==> src/rtl/hazard_stall_control.sv <==
// Pipeline hold/flush/bubble sequencing for the 5-stage RV32I core.
// Optional performance counters are enabled by defining HAZARD_PERF_CNT_EN.
module hazard_stall_control #(
  parameter int unsigned MEM_TIMEOUT = 255,
  parameter int unsigned CNT_W       = 32
) (
  input  logic             clk,
  input  logic             reset,
  input  logic [6:0]       id_instr_opcode_ip,
  input  logic [4:0]       ID_rs1_ip,
  input  logic [4:0]       ID_rs2_ip,
  input  logic             ID_EX_mem_read_ip,
  input  logic [4:0]       ID_EX_dest_ip,
  input  logic             ex_redirect_ip,
  input  logic             dmem_req_ip,
  input  logic             dmem_ready_ip,
  output logic             pc_stall_op,
  output logic             if_id_stall_op,
  output logic             if_id_flush_op,
  output logic             id_ex_stall_op,
  output logic             id_ex_bubble_op,
  output logic             ex_mem_stall_op,
  output logic             mem_wb_bubble_op,
`ifdef HAZARD_PERF_CNT_EN
  output logic [CNT_W-1:0] load_use_cnt_op,
  output logic [CNT_W-1:0] redirect_cnt_op,
  output logic [CNT_W-1:0] mem_stall_cnt_op,
`endif
  output logic             mem_timeout_op
);

  localparam int unsigned WaitW = $clog2(MEM_TIMEOUT + 1);
  localparam logic [WaitW-1:0] WaitMax = WaitW'(MEM_TIMEOUT);
  localparam logic [WaitW-1:0] WaitOne = WaitW'(1);

  localparam logic [6:0] OpcLoad   = 7'b0000011;
  localparam logic [6:0] OpcOpImm  = 7'b0010011;
  localparam logic [6:0] OpcStore  = 7'b0100011;
  localparam logic [6:0] OpcOp     = 7'b0110011;
  localparam logic [6:0] OpcBranch = 7'b1100011;
  localparam logic [6:0] OpcJalr   = 7'b1100111;

  if (MEM_TIMEOUT < 1 || CNT_W < 1) begin : gen_param_check
    $error("hazard_stall_control: MEM_TIMEOUT and CNT_W must be at least 1");
  end

  typedef enum logic [0:0] {StRun, StMemWait} state_e;

  state_e           state_q, state_d;
  logic [WaitW-1:0] wait_cnt_q, wait_cnt_d;
  logic             timeout_q, timeout_d;

  logic rs1_used, rs2_used;
  logic load_use, mem_busy, mem_stall;
  logic redirect_win, load_use_win;

  always_comb begin
    rs1_used = 1'b0;
    rs2_used = 1'b0;
    case (id_instr_opcode_ip)
      OpcBranch, OpcStore, OpcOp: begin
        rs1_used = 1'b1;
        rs2_used = 1'b1;
      end
      OpcLoad, OpcJalr, OpcOpImm: rs1_used = 1'b1;
      default: ;
    endcase
  end

  always_comb begin
    load_use = ID_EX_mem_read_ip && (ID_EX_dest_ip != 5'd0) &&
               ((rs1_used && (ID_rs1_ip == ID_EX_dest_ip)) ||
                (rs2_used && (ID_rs2_ip == ID_EX_dest_ip)));
    mem_busy     = dmem_req_ip && !dmem_ready_ip;
    // A held EX redirect stays pending until MEM_WAIT releases the pipeline.
    mem_stall    = (state_q == StMemWait) || mem_busy;
    redirect_win = ex_redirect_ip && !mem_stall;
    load_use_win = load_use && !mem_stall && !ex_redirect_ip;
  end

  always_comb begin
    state_d    = state_q;
    wait_cnt_d = wait_cnt_q;
    unique case (state_q)
      StRun: begin
        if (mem_busy) begin
          state_d    = StMemWait;
          wait_cnt_d = WaitOne;
        end
      end
      StMemWait: begin
        // A dropped request is a protocol violation; simply fall back to RUN.
        if (dmem_ready_ip || !dmem_req_ip) begin
          state_d    = StRun;
          wait_cnt_d = '0;
        end else if (wait_cnt_q != WaitMax) begin
          wait_cnt_d = wait_cnt_q + WaitOne;
        end
      end
      default: begin
        state_d    = StRun;
        wait_cnt_d = '0;
      end
    endcase
    timeout_d = timeout_q || (wait_cnt_d == WaitMax);
  end

  always_ff @(posedge clk) begin
    if (reset) begin
      state_q    <= StRun;
      wait_cnt_q <= '0;
      timeout_q  <= 1'b0;
    end else begin
      state_q    <= state_d;
      wait_cnt_q <= wait_cnt_d;
      timeout_q  <= timeout_d;
    end
  end

  always_comb begin
    pc_stall_op      = 1'b0;
    if_id_stall_op   = 1'b0;
    if_id_flush_op   = 1'b0;
    id_ex_stall_op   = 1'b0;
    id_ex_bubble_op  = 1'b0;
    ex_mem_stall_op  = 1'b0;
    mem_wb_bubble_op = 1'b0;
    if (!reset) begin
      if (mem_stall) begin
        pc_stall_op      = 1'b1;
        if_id_stall_op   = 1'b1;
        id_ex_stall_op   = 1'b1;
        ex_mem_stall_op  = 1'b1;
        mem_wb_bubble_op = 1'b1;
      end else if (redirect_win) begin
        if_id_flush_op  = 1'b1;
        id_ex_bubble_op = 1'b1;
      end else if (load_use_win) begin
        pc_stall_op     = 1'b1;
        if_id_stall_op  = 1'b1;
        id_ex_bubble_op = 1'b1;
      end
    end
    mem_timeout_op = timeout_q && !reset;
  end

`ifdef HAZARD_PERF_CNT_EN
  logic [CNT_W-1:0] lu_cnt_q, rd_cnt_q, ms_cnt_q;

  always_ff @(posedge clk) begin
    if (reset) begin
      lu_cnt_q <= '0;
      rd_cnt_q <= '0;
      ms_cnt_q <= '0;
    end else begin
      if (load_use_win) lu_cnt_q <= lu_cnt_q + 1'b1;
      if (redirect_win) rd_cnt_q <= rd_cnt_q + 1'b1;
      if (mem_stall)    ms_cnt_q <= ms_cnt_q + 1'b1;
    end
  end

  always_comb begin
    load_use_cnt_op  = reset ? '0 : lu_cnt_q;
    redirect_cnt_op  = reset ? '0 : rd_cnt_q;
    mem_stall_cnt_op = reset ? '0 : ms_cnt_q;
  end
`endif

endmodule

==> config.mk <==
export PLATFORM = sky130hd
export DESIGN_NAME = hazard_stall_control
export DESIGN_NICKNAME = d
export VERILOG_FILES = /design/src/rtl/hazard_stall_control.sv
export SDC_FILE = /design/constraint.sdc
export NUM_CORES = 1
export LEC_CHECK = 0
export CORE_AREA = 2 2 61 63
export CTS_CLUSTER_DIAMETER = 100
export DETAILED_ROUTE_END_ITERATION = 12
export DIE_AREA = 0 0 63 65
export SLEW_MARGIN = 20
export SYNTH_ARGS = -nofsm -noshare
export SYNTH_HDL_FRONTEND = slang
export SYNTH_SLANG_ARGS = --single-unit
export TNS_END_PERCENT = 1
==> constraint.sdc <==
create_clock -name clk -period 5.1 [get_ports clk]
set_clock_uncertainty 0.2 [all_clocks]
set_input_delay 1.02 -clock clk [delete_from_list [all_inputs] [get_ports clk]]
set_output_delay 1.02 -clock clk [all_outputs]
set_load 0.02 [all_outputs]
After elaboration in Yosys (flattened, before gate mapping). Index checks and enable logic that the tools add are counted.

Add/subtract/negate cells: 1. Multipliers: 0. Eq/ne operators: 10. Magnitude comparators: 0. Bitwise gates (word level): 1. Multiplexer cells: 21. Shift-type cells: 0. Reductions and logical operators: 21. Div/mod/pow operators: 0.

Operators by type and width (number): $mux W8 (3); $mux W1 (16); $pmux W8 S2 (1); $eq A7 B6 Y1 const B (2); $eq A7 B7 Y1 const B (2); $eq A5 B5 Y1 (2); $logic_and A1 B1 Y1 (9); $add A8 B1 Y8 const B (1); $eq A8 B8 Y1 const B (1); $ne A8 B8 Y1 const B (1); $eq A7 B2 Y1 const B (1); $eq A7 B5 Y1 const B (1); $reduce_or A6 Y1 (1); $logic_not A1 Y1 (5); $reduce_bool A5 Y1 (1); $logic_or A1 B1 Y1 (4); $reduce_or A3 Y1 (1); $pmux W1 S2 (1); $not A1 Y1 (1).

Bits in registers: 10. Memories kept: 0. Output and inout bits: 8. Bits in writable memories: 0. Bits in read-only memories: 0. Bits in latches: 0.

Logic depth before layout (Yosys ltp). Gate-level depths: netlist of run 1.

Depth in word-level cells: 12. Mapped depth: 9. Mapped depth without buffers: 7.

Worst setup path after synthesis of run 1. OpenSTA, ideal clock, no wires.

Kind: input port to output port. Start: in dmem_req_ip. End: out pc_stall_op. Slack: 1364 ps. Buffers on the path: 1. Data arrival time: 2516 ps. Stages on the path: 6. Cell sequence: or2b_2 or2b_2 nor4_1 o21ai_0 o22ai_1 buf_4.

Cells in the longest elaborated chain, start to end: 9.

RTL lines: start, declared (line 15) `input logic dmem_req_ip,`; $logic_and A1 B1 Y1 * (line 74) `mem_busy = dmem_req_ip && !dmem_ready_ip;`; $logic_or A1 B1 Y1 * (line 76) `mem_stall = (state_q == StMemWait) || mem_busy;`; $logic_not A1 Y1 (line 77, 78); $logic_and A1 B1 Y1 (2 in series) (line 78) `load_use_win = load_use && !mem_stall && !ex_redirect_ip;`; $mux W1 (2 in series); $mux W1 * (2 in series); end, declared (line 17) `output logic pc_stall_op,`.

Every way passes the cells marked *; elsewhere a longest branch is shown, timed or not.

Worst setup path in the final report of run 1.
Start: in dmem_req_ip. End: out if_id_stall_op.

Cells in the longest elaborated chain, start to end: 9.

RTL lines: $logic_and A1 B1 Y1 * (line 74); $logic_or A1 B1 Y1 * (line 76); $logic_not A1 Y1 (line 77, 78); $logic_and A1 B1 Y1 (2 in series) (line 78); $mux W1 (line 138) `end else if (load_use_win) begin`; $mux W1 (line 135) `end else if (redirect_win) begin`; $mux W1 * (line 129) `if (mem_stall) begin`; $mux W1 * (line 128) `if (!reset) begin`; end, declared (line 18) `output logic if_id_stall_op,`.

Marked as above.

==> summary.txt, run 1 <==
status: complete, no violations
critical path type: in -> out
CTS tree: built
clk root buf: clkbuf_4
# setup viols final: 0
pre-CTS setup slack: 0.6147 ns
DPL Wire Length: 1781 um
Design Area, Final: 1234 um^2
Placed Instance Area: 1211 um^2
fraction of registers with async set/reset: 0
FILL cells: 402
CTS Buffer Depth: 2
DR vias: 857
RSZ-0062 raised after global routing: no
syn nets: 131
Worst-path clk slew: 0.07 ns
final hold violation count: 0
diode count: 0
Reg2Reg Setup Slack: 2.47 ns
final setup margin: 0.6028 ns
Initial Util: 0.2423
Tmin final: 4.497 ns
vias in the first global route: 876
min-delay src: timeout_q
final core occ: 0.3529
Slew headroom: 0.7205
CTS Sinks: 10
first-pass GRT wire length: 3705 um
setup TNS: 0 ns
Avg Cell Area, Syn: 8.305 um^2
area leader, netlist: dfxtp_1
Hold WC Path Type: reg -> reg
required time worst endpoint: 3.88 ns
Clk pwr share: 0.283
Sequential Power Share: 0.426
cts hold-fix bufs: 0
Clk Latency, worst-skew pair: 0.27 ns
Synth Cell Area: 847.1 um^2
final WL: 2150 um
Synth area leaders: dfxtp_1 24%, xnor2_1 7.2%, o21ai_0 4.1%
# nets final: 165
Synth top area share: 0.2363
Pwr per Cell Area: 156.1 nW/um^2
total power: 0.1926 mW
Pins Over Slew Limit: 0
GRT overflow: 0
r2r startpoint: wait_cnt_q[0]
Area Overhead vs Synth: 45.64%
Critical Path Source: dmem_req_ip
antenna viol nets, final: 0
layout cell share with drive strength beyond 1: 0.1119
number of I/O pins: 36
DRC viols: 0
Die ar.: 4095 um^2
Lkg Pwr: 0.4367 nW
Worst setup EP type: output pin
largest net degree at the start of global routing: 15
Synth warnings: 0
#FFs+latches synth: 10
Core Rows: 22
Post-synth EDFFs: 0
most frequent cells in the layout: 35 x clkdlybuf4s50_1, 10 x dfxtp_1, 9 x nor2_1
Gate power share: 0.291
routability cong.: 0.8325
antenna violations before repair: 0
Syn Inst Count: 102
Seq/Total Area, Yosys: 0.2363
CP arrival: 3.28 ns
VDD IR-drop max: 0.04261 mV
Slew @ Worst Pin: 0.4177 ns
Chip Width: 63 um
PortBufs: 35
core box area: 3496 um^2
Via density: 4.709
CTS Buf Count: 3
Achievable Freq: 222.4 MHz
routed length per instance: 11.81 um
Pre-Repair DR Iteration Count: 4
H-Tree Level Count: 1
post-synthesis cell type count: 46
PostCTS Resize Cnt: 0
top_reg_cell synth: dfxtp_1
Final period util: 0.8818
crit start category: input pin
most common cell after layout, fill and taps aside: clkdlybuf4s50_1
sw power: 0.05140 mW
Internal Power: 0.1412 mW
post-CTS setup buffers: 0
Iteration-0 DRC Markers: 32
die height: 65 um
Total Routing Usage GR: 0.1144
crit-path max FO: 6
total of max-cap violations: 0
Net Sw Frac: 0.2669
## synthesized netlist by cell type (2+ instances only)
master,count
inv_1,3
o21ai_0,7
nor4_1,2
or2b_2,3
buf_6,2
nand2_1,4
dfxtp_1,10
nand4_1,2
nor2b_1,2
nand2b_1,2
buf_4,3
xor2_1,4
a21oi_1,2
nand3_1,5
mux2i_1,3
nor2_1,9
a21o_1,2
nor3_1,3
xnor2_1,7
## power groups by stage
stage | logic, mW | clock network (mW) | registers (mW)
2_1_floorplan | 0.0277 | 0 | 0.0819
3_3_place_gp | 0.0557 | 0 | 0.0837
3_5_place_dp | 0.0566 | 0 | 0.0839
4_1_cts | 0.0568 | 0.0566 | 0.0821
5_1_grt | 0.0615 | 0.0594 | 0.0825
6_report | 0.0560 | 0.0545 | 0.0821
## sequential cells by signal (all words and copies together) (netlist names)
signal and cells:
state_q 1, timeout_q 1, wait_cnt_q 8
## through the flow
step	instances	hold WS, ns
floorplan	102	0.3060
global placement	179	0.3468
detailed placement	179	0.3739
CTS	182	0.3866
global route	182	0.3956
finish	182	0.3790
## critical path, stage by stage
cell and delay [ns]:
clkdlybuf4s50_1 0.44, or2b_2 0.19, or2b_2 0.35, nor4_1 0.24, o21ai_0 0.17, o22ai_1 0.21
clkdlybuf4s50_1 0.65
## routing by layer
layer,track usage,share of wire,vias up
li1,-,-,436
met1,0.1096,0.36,365
met2,0.2194,0.51,52
met3,0.02604,0.11,4
met4,0.07222,0.014,0
met5,0,0,-
## cell families after synthesis
family                   count (synthesis)  synth area share
flip-flops                              10            0.2363
multiplexers                             3           0.03545
buffers and inverters                   10           0.07679
XOR/XNOR                                11            0.1137
adder cells (fa/ha/maj)                  1           0.01477
AND/OR/NAND/NOR                         46            0.3397
AO/OA/AOI/OAI                           21            0.1832
## final cells by class
class | count | area (um^2) | area share
clock buffer | 3 | 22.52 | 0.01826
inverter | 3 | 11.26 | 0.009128
multi-input combinational | 82 | 581.8 | 0.4716
sequential | 10 | 200.2 | 0.1623
tap | 48 | 60.06 | 0.04868
timing repair buffer | 36 | 357.8 | 0.2901
## worst paths after layout
kind	endpoint	depth (start not counted)
setup / recovery	if_id_stall_op	7
hold / removal	timeout_q	2
setup reg to reg	timeout_q	7
hold reg to reg	timeout_q	2
Note: power is estimated with default switching activity, not from simulation.
==> inputs of run 2 (changes only) <==
--- a/config.mk
+++ b/config.mk
@@ -6,7 +6,7 @@
 export NUM_CORES = 1
 export LEC_CHECK = 0
 export CORE_AREA = 2 2 61 63
-export CTS_CLUSTER_DIAMETER = 100
+export CTS_CLUSTER_DIAMETER = 50
 export DETAILED_ROUTE_END_ITERATION = 12
 export DIE_AREA = 0 0 63 65
 export SLEW_MARGIN = 20
==> results of run 2 <==
The final DEF is identical to that of run 1; final timing and power are the same.
